`src/rtl/uart_tx_arbiter.sv`:
```
// uart_tx_arbiter: round-robin, packet-locked sharing of one 8N1 UART
// transmitter among NREQ byte sources, with a stall/abandon watchdog.
// Ports: Clk/Rst (sync, active-high); per-requester ReqValid/ReqData/
// ReqLast in and one-hot ReqReady out; TxData/TxStart to and TxDone
// from the transmitter; Busy, GrantId and sticky TimeoutErr status.
module uart_tx_arbiter #(
  parameter int NREQ    = 4,
  parameter int TIMEOUT = 65535,
  parameter int TO_W    = 17
) (
  input  logic                    Clk,
  input  logic                    Rst,
  input  logic [NREQ-1:0]         ReqValid,
  input  logic [8*NREQ-1:0]       ReqData,
  input  logic [NREQ-1:0]         ReqLast,
  output logic [NREQ-1:0]         ReqReady,
  output logic [7:0]              TxData,
  output logic                    TxStart,
  input  logic                    TxDone,
  output logic                    Busy,
  output logic [$clog2(NREQ)-1:0] GrantId,
  output logic                    TimeoutErr
);

  localparam int IW = $clog2(NREQ);
  localparam logic [TO_W-1:0] TO_MAX = TO_W'(TIMEOUT);
  localparam logic [IW:0] N_EXT = (IW+1)'(NREQ);

  typedef enum logic [1:0] {
    IDLE,
    START,
    WAIT,
    HOLD
  } state_t;

  state_t          state_q, state_d;
  logic [IW-1:0]   ptr_q, ptr_d;
  logic [IW-1:0]   gnt_q, gnt_d;
  logic            lock_q, lock_d;
  logic [7:0]      data_q, data_d;
  logic [TO_W-1:0] cnt_q, cnt_d;
  logic            err_q, err_d;

  logic            win_vld;
  logic [IW-1:0]   win_idx;
  logic [IW:0]     srch;
  logic [IW-1:0]   cand;
  logic [TO_W-1:0] cnt_inc;
  logic            to_hit;

  // Wrap-around successor; NREQ need not be a power of two.
  function automatic logic [IW-1:0] nxt_ptr(
    input logic [IW-1:0] g
  );
    if (g == IW'(NREQ - 1)) return '0;
    return g + IW'(1);
  endfunction

  // First valid requester at or after the pointer, modulo NREQ.
  always_comb begin
    win_vld = 1'b0;
    win_idx = '0;
    srch    = '0;
    cand    = '0;
    for (int k = 0; k < NREQ; k++) begin
      srch = {1'b0, ptr_q} + (IW+1)'(k);
      if (srch >= N_EXT) srch = srch - N_EXT;
      cand = srch[IW-1:0];
      if (!win_vld && ReqValid[cand]) begin
        win_vld = 1'b1;
        win_idx = cand;
      end
    end
  end

  // Watchdog counter saturates so it can never wrap back past TIMEOUT.
  assign cnt_inc = (cnt_q == TO_MAX) ? cnt_q
                                     : cnt_q + TO_W'(1);
  assign to_hit  = (cnt_inc == TO_MAX);

  always_comb begin
    state_d  = state_q;
    ptr_d    = ptr_q;
    gnt_d    = gnt_q;
    lock_d   = lock_q;
    data_d   = data_q;
    cnt_d    = cnt_q;
    err_d    = err_q;
    ReqReady = '0;
    unique case (state_q)
      IDLE: begin
        if (win_vld) begin
          ReqReady[win_idx] = 1'b1;
          data_d  = ReqData[{win_idx, 3'b000} +: 8];
          gnt_d   = win_idx;
          lock_d  = ~ReqLast[win_idx];
          state_d = START;
        end
      end
      START: begin
        cnt_d   = '0;
        state_d = WAIT;
      end
      WAIT: begin
        cnt_d = cnt_inc;
        if (TxDone) begin
          cnt_d = '0;
          if (lock_q) begin
            state_d = HOLD;
          end else begin
            ptr_d   = nxt_ptr(gnt_q);
            state_d = IDLE;
          end
        end else if (to_hit) begin
          err_d   = 1'b1;
          lock_d  = 1'b0;
          ptr_d   = nxt_ptr(gnt_q);
          state_d = IDLE;
        end
      end
      HOLD: begin
        // Only the locked owner may continue its packet.
        if (ReqValid[gnt_q]) begin
          ReqReady[gnt_q] = 1'b1;
          data_d  = ReqData[{gnt_q, 3'b000} +: 8];
          lock_d  = ~ReqLast[gnt_q];
          state_d = START;
        end else begin
          cnt_d = cnt_inc;
          if (to_hit) begin
            err_d   = 1'b1;
            lock_d  = 1'b0;
            ptr_d   = nxt_ptr(gnt_q);
            state_d = IDLE;
          end
        end
      end
      default: state_d = IDLE;
    endcase
  end

  always_ff @(posedge Clk) begin
    if (Rst) begin
      state_q <= IDLE;
      ptr_q   <= '0;
      gnt_q   <= '0;
      lock_q  <= 1'b0;
      data_q  <= '0;
      cnt_q   <= '0;
      err_q   <= 1'b0;
    end else begin
      state_q <= state_d;
      ptr_q   <= ptr_d;
      gnt_q   <= gnt_d;
      lock_q  <= lock_d;
      data_q  <= data_d;
      cnt_q   <= cnt_d;
      err_q   <= err_d;
    end
  end

  assign TxData     = data_q;
  assign TxStart    = (state_q == START);
  assign Busy       = (state_q != IDLE);
  assign GrantId    = gnt_q;
  assign TimeoutErr = err_q;

  a_ready_onehot: assert property (
    @(posedge Clk) disable iff (Rst)
    $onehot0(ReqReady));

  a_no_ready_in_tx: assert property (
    @(posedge Clk) disable iff (Rst)
    (state_q == START || state_q == WAIT) |-> (ReqReady == '0));

  a_cnt_sat: assert property (
    @(posedge Clk) disable iff (Rst)
    cnt_q <= TO_MAX);

endmodule

```
`config.mk`:
```
export PLATFORM = sky130hd
export DESIGN_NAME = uart_tx_arbiter
export DESIGN_NICKNAME = d
export VERILOG_FILES = /design/src/rtl/uart_tx_arbiter.sv
export SDC_FILE = /design/constraint.sdc
export NUM_CORES = 1
export LEC_CHECK = 0
export CORE_ASPECT_RATIO = 0.6
export CORE_MARGIN = 2
export CORE_UTILIZATION = 46
export DETAILED_ROUTE_END_ITERATION = 10
export PLACE_DENSITY = 0.82
export SLEW_MARGIN = 25
export SYNTH_ARGS = -nofsm -noshare
export SYNTH_HDL_FRONTEND = slang
export SYNTH_SLANG_ARGS = --single-unit
```
`constraint.sdc`:
```
create_clock -name Clk -period 2.1 [get_ports Clk]
set_input_delay 0.42 -clock Clk [delete_from_list [all_inputs] [get_ports Clk]]
set_output_delay 0.42 -clock Clk [all_outputs]
set_load 0.02 [all_outputs]
```
==> results of run 1 <==
area by class of cell:
class / instances / area [um^2] / share of cell area, %
inverter: 9 / 33.8 / 0.743
clock buffer: 5 / 68.8 / 1.51
timing repair buffer: 160 / 1480 / 32.5
clock inverter: 3 / 16.3 / 0.358
multi-input combinational: 246 / 2170 / 47.8
sequential: 33 / 688 / 15.1
tap: 69 / 86.3 / 1.90
flip-flops by register name (all words and copies together) (netlist names):
name	count
cnt_q	17
lock_q	1
TimeoutErr	1
GrantId	2
TxData	8
ptr_q	2
state_q	2
worst paths after layout:
path	from	to	slack, ps	cells past startpoint
worst max-delay path	cnt_q[3]$_SDFFE_PP0P_	ptr_q[0]$_SDFFE_PP0P_	-250	9
worst min-delay path	TxData[4]$_SDFFE_PP0P_	TxData[4]$_SDFFE_PP0P_	510	2
worst max register to register	cnt_q[3]$_SDFFE_PP0P_	ptr_q[0]$_SDFFE_PP0P_	-250	9
worst min register to register	TxData[4]$_SDFFE_PP0P_	TxData[4]$_SDFFE_PP0P_	510	2
per-layer routing:
metal,GRT usage (%),vias to the layer above,wire length (um)
li1,-,1441,-
met1,44.3,1596,4240
met2,52.6,294,4940
met3,9.84,67,1610
met4,12.9,0,476
met5,0,-,0
layout by cell type (no fill, tap or decap), drive strengths merged, types with 3 or more instances in the layout:
cell,instances
clkbuf,6
inv,10
nand2,14
o21ai,12
o211ai,4
a22oi,6
mux4,10
clkdlybuf4s50,49
nor2,42
o22a,3
mux2i,13
dfxtp,33
nand3b,5
nor3,18
and2,3
a21oi,32
nand3,7
o21bai,3
nor4,5
ha,10
a21boi,4
nor4b,3
nand2b,6
buf,107
a31oi,5
nor2b,5
nand4,8
kinds of logic after synthesis:
kind of cell	Yosys count
mux	23
compound gates	82
fa+ha+maj	10
simple gates	129
buf+inv	25
xor+xnor	2
flops	33
repair_timing:
action	4_1_cts	5_1_grt
pin swaps	34	28
gates cloned	2	1
endpoints found under the setup margin	34	36
gates resized for setup	95	33
buffers inserted	10	6
hold buffers	0	0
power by group:
group          switching, W  total (W)  internal, W  leakage, nW
clock              0.000268   0.000498     0.000230       0.0482
combinational      0.000683    0.00138     0.000701         1.52
sequential        0.0000387   0.000714     0.000675        0.276
worst max-delay path, cell delays in order (launching register included):
cell	delay, ps
dfxtp_2	350
buf_4	170
nand3_2	110
nor3_2	50
buf_4	150
a311o_1	400
a2111oi_4	460
nand4_1	250
nand4b_1	170
o211ai_1	120
per-stage QoR:
step | TNS, ps | instances | utilization [%]
final | -2260 | 525 | 82.8
after global routing | -3920 | 525 | 82.8
after CTS | -1420 | 518 | 78.6
after detailed placement | -23020 | 499 | 70.9
after global placement | -20050 | 499 | 70.9
after floorplan | -32.9 | 304 | -
==> reports/qor.txt, run 1 <==
Crit path max fanout: 6
Adder-cell share of the synthesized area: 4.85%
Vias in the first global route: 3,065
Clock Tree Root: clkbuf_8
Layout fillers: 300
Row count: 21
# setup viols final: 28
Hold WS: 513 ps
Ports: 60
Avg Synthesized Cell Area: 8.48 um^2
Layout cell share with drive strength beyond 1: 46.5%
Latest clock arrival within the worst-skew pair: 300 ps
Failing checks: negative setup slack
H-Tree Depth: 2
Core Region: 0.00549 mm^2
RSZ-0062 raised after global routing: yes
Final Cycle Share: 112%
RD Place Congestion: 0.978
Die ar.: 0.00624 mm^2
Hold/Removal Path Class: reg -> reg
Post-synthesis async set-or-reset flop share: 0%
Initial antenna violation count: 0
Sequential cell area fraction in the yosys report: 25.6%
Pwr Total: 0.00259 W
Status: complete, but fails checks
DR vias/cell: 6.47
Post-synth top area share: 25.6%
Synthesized Nets: 357
Max transition margin: 60.9%
EDFF count, synth: 0
Largest net degree at the start of global routing: 23
Mux contribution to synthesized area: 13.8%
Setup CP Type: reg -> reg
Die span in y: 62.0 um
Finished Cell Area: 0.00455 mm^2
DR WL/cell: 21.4 um
Post-Syn Instances: 304
Max VDD drop: 625 uV
Starting DRT DRC Count: 415
Clk slew on worst S/H paths: 80 ps
Main synth FF type: dfxtp_1
Simple-gate area share of the yosys netlist: 29.6%
Synth Warn #: 0
Total power divided by cell area: 571 mW/mm^2
Area growth syn-to-layout: 76.3%
Synth cell count leaders: nor2_1 (41), dfxtp_1 (33), a21oi_1 (31)
Synth unique cells: 61
XOR/XNOR share of the synthesized area: 0.679%
Post-Syn Area: 0.00258 mm^2
Startpoint Class: register
ANT nets after route: 0
DRC violations left: 0
Net count, final: 508
Worst Tran Pin Value: 585 ps
Pleak: 1.85 nW
Final worst slack: -255 ps
Post-place instance area: 0.00389 mm^2
Cts bufs inserted: 5
Hold Fails Final Rpt: 0
N_diodes: 0
Area contributors post-synth: dfxtp_1 (26%), mux4_2 (8.7%), a21oi_1 (6.0%)
TritonCTS clock tree: done
HPWL after DPL: 7.12 mm
DRT Wirelength: 11.3 mm
Starting density of the core: 47.0%
Most common cell in the netlist: nor2_1
CP required: 2260 ps
Fin. max-slew vios: 0
Max-Cap Viols: 0
Die span in x: 101 um
Grt total ovfl: 0
First-pass GRT wire length: 15.8 mm
Fmax achieved: 0.425 GHz
Worst Path Arrival: 2520 ps
Fin crit period: 2350 ps
Main combinational cell family by area after synthesis: simple AND/OR/NAND/NOR gates
IO Port Bufs: 59
Top cell type by total area after synthesis: dfxtp_1
#FFs+latches synth: 33
Clock tree sinks: 33
CTS Buffer Depth: 2
Setup Skew: 6.24 ps
Vias: 3,398
Compound-Gate Fraction of Synth Area: 21.4%
Total track usage: 33.4%
Drt first pass iters: 6
CP endpoint kind: register
Pre-CTS setup slack: -929 ps
Power figures use the tool's default switching activity.
==> run 2: changes to the inputs <==
- GPL_TIMING_DRIVEN: default -> 0
==> reports/qor.txt, run 2 (synthesis gave the netlist of run 1 again) <==
Status: complete, but fails checks
Failing checks: negative setup slack
CP bufs+invs: 3 (+1)
Total power divided by cell area: 530 mW/mm^2 (-7.1%)
Wl on met1: 4.21 mm (-0.66%)
HPWL after DPL: 5.66 mm (-20%)
Hold WS: 493 ps (-19.9 ps)
Crit path max-delay cell type: or3_4
CTS Buffer Depth: 2 (unchanged)
Pre-CTS setup slack: -1080 ps (-149 ps)
Final worst slack: -271 ps (-16.2 ps)
Total track usage: 27.5% (-6.0 points)
Fin. max-slew vios: 0 (unchanged)
CP required: 1680 ps (-580 ps)
Crit path max-delay family: simple AND/OR/NAND/NOR gates
First-pass GRT wire length: 13.0 mm (-18%)
Pleak: 1.70 nW (-8.1%)
R2r startpoint: cnt_q[8]$_SDFFE_PP0P_
Most frequent cells in the layout: clkdlybuf4s50_1 (49), buf_4 (49), nor2_1 (36), a21oi_1 (27), buf_6 (14)
Final Cycle Share: 113% (+0.77 points)
CP endpoint kind: primary output
N_diodes: 0 (unchanged)
Ports: 60 (unchanged)
Setup Skew: 10.3 ps (+4.02 ps)
Worst path depth: 9 (unchanged)
Worst Tran Pin Value: 701 ps (+116 ps)
Crit path max fanout: 5 (-1)
Clock Tree Root: clkbuf_8
DRT Wirelength: 10.6 mm (-6.1%)
RSZ-0062 raised after global routing: yes
Largest stage delay on the critical path: 390 ps (-70 ps)
Worst r2r dst: ptr_q[1]$_SDFFE_PP0P_
Row count: 21 (unchanged)
Max reg flops: 17 (unchanged)
Net count, final: 476 (-6.3%)
Layout cell share with drive strength beyond 1: 42.2% (-4.3 points)
Clock tree sinks: 33 (unchanged)
Core Region: 0.00549 mm^2 (unchanged)
R2R Setup Slk: -250 ps (about the same)
Starting density of the core: 47.0% (unchanged)
TritonCTS clock tree: done
Setup CP Type: in -> out
Die ar.: 0.00624 mm^2 (unchanged)
DR top layer: met4
Clk slew on worst S/H paths: 80 ps (about the same)
CP most frequent cell: buf_6
Fmax achieved: 0.422 GHz (-0.68%)
Area growth syn-to-layout: 66.1%
Vias: 3,287 (-3.3%)
Max transition margin: 53.3% (-7.6 points)
CP Capture Point: ReqReady[3]
Drt first pass iters: 5 (-1)
Die span in x: 101 um (unchanged)
DR WL/cell: 21.4 um (about the same)
R2r worst-path depth: 9 (unchanged)
Hold/Removal Path Class: reg -> reg
Hold Fails Final Rpt: 0 (unchanged)
DRC violations left: 0 (unchanged)
Max-Cap Viols: 0 (unchanged)
Worst-path cell chain: buf_4, nor2b_4, o21ba_4, or3_4, buf_6, nor2_4, a22oi_2, nor2_2, buf_6
Met3 WL: 1.37 mm (-15%)
Largest net degree at the start of global routing: 12 (-48%)
Worst Path Arrival: 1950 ps (-570 ps)
Starting DRT DRC Count: 397 (-4.3%)
H-Tree Depth: 2 (unchanged)
Initial antenna violation count: 0 (unchanged)
Startpoint Class: input port
Biggest register: cnt_q
Fin crit period: 2370 ps (+16.2 ps)
Setup crit start: ReqValid[2]
WL met2: 4.46 mm (-9.7%)
IO Port Bufs: 58 (-1.7%)
# setup viols final: 19 (-32%)
Die span in y: 62.0 um (unchanged)
ANT nets after route: 0 (unchanged)
RD Place Congestion: 1.01 (+2.9%)
Max VDD drop: 698 uV (+12%)
Cts bufs inserted: 5 (unchanged)
Latest clock arrival within the worst-skew pair: 300 ps (about the same)
Grt total ovfl: 0 (unchanged)
DR vias/cell: 6.67 (+3.0%)
Vias in the first global route: 2,585 (-16%)
run 2: layout make-up:
type                    instances  area [um^2]
plain buffers                  13         92.6
inverters                       9         33.8
flip-flops and latches         33          703
multi-input cells             247         2250
clock buffers                   5         68.8
well taps                      69         86.3
repair buffers                114         1040
fillers                       331         1210
clock inverters                 3         17.5
run 2: per-layer routing:
metal  vias to the layer above  GRT usage (%)
li1                       1391              -
met1                      1530           37.6
met2                       288           41.3
met3                        78           8.61
met4                         0           10.2
met5                         -              0
run 2: worst min-delay path, cell delays in order (launching register included):
cell and delay [ps]:
dfxtp_1 350, a21oi_2 40, nor2_1 70
run 2: metrics by stage:
| step | instance area (um^2) | power [W] | utilization (%) | TNS (ps) | cells |
|---|---|---|---|---|---|
| finish | 4280 | 0.00227 | 78.0 | -2150 | 493 |
| CTS | 3790 | 0.00210 | 69.1 | -1010 | 457 |
| global route | 4280 | 0.00236 | 78.0 | -3360 | 493 |
| floorplan | 2630 | 0.00125 | - | -32.9 | 304 |
| global placement | 3300 | 0.00155 | 60.1 | -22560 | 431 |
| detailed placement | 3300 | 0.00157 | 60.1 | -23610 | 431 |
run 2: what timing repair did:
action / in CTS / in global routing
setup endpoints to repair: 36 / 33
hold buffers: 0 / 0
pin swaps: 24 / 38
resized for setup: 110 / 52
setup buffers: 20 / 36
gates cloned: 1 / 0
run 2: worst min path at each step:
stage                                    to  slack, ps  depth (start not counted)               startpoint
floorplan               lock_q$_SDFFE_PP0P_        480                          2      lock_q$_SDFFE_PP0P_
global placement    TimeoutErr$_SDFFE_PP0P_        460                          2  TimeoutErr$_SDFFE_PP0P_
detailed placement  TimeoutErr$_SDFFE_PP0P_        460                          2  TimeoutErr$_SDFFE_PP0P_
CTS                 TimeoutErr$_SDFFE_PP0P_        500                          2  TimeoutErr$_SDFFE_PP0P_
global route        TimeoutErr$_SDFFE_PP0P_        530                          2  TimeoutErr$_SDFFE_PP0P_
finish              TimeoutErr$_SDFFE_PP0P_        490                          2  TimeoutErr$_SDFFE_PP0P_
run 2: where the power goes:
group	internal [W]	switching, W	leakage (nW)	total [W]
logic	0.000504	0.000562	1.37	0.00107
registers	0.000674	0.0000463	0.280	0.000720
clock network	0.000229	0.000257	0.0439	0.000486
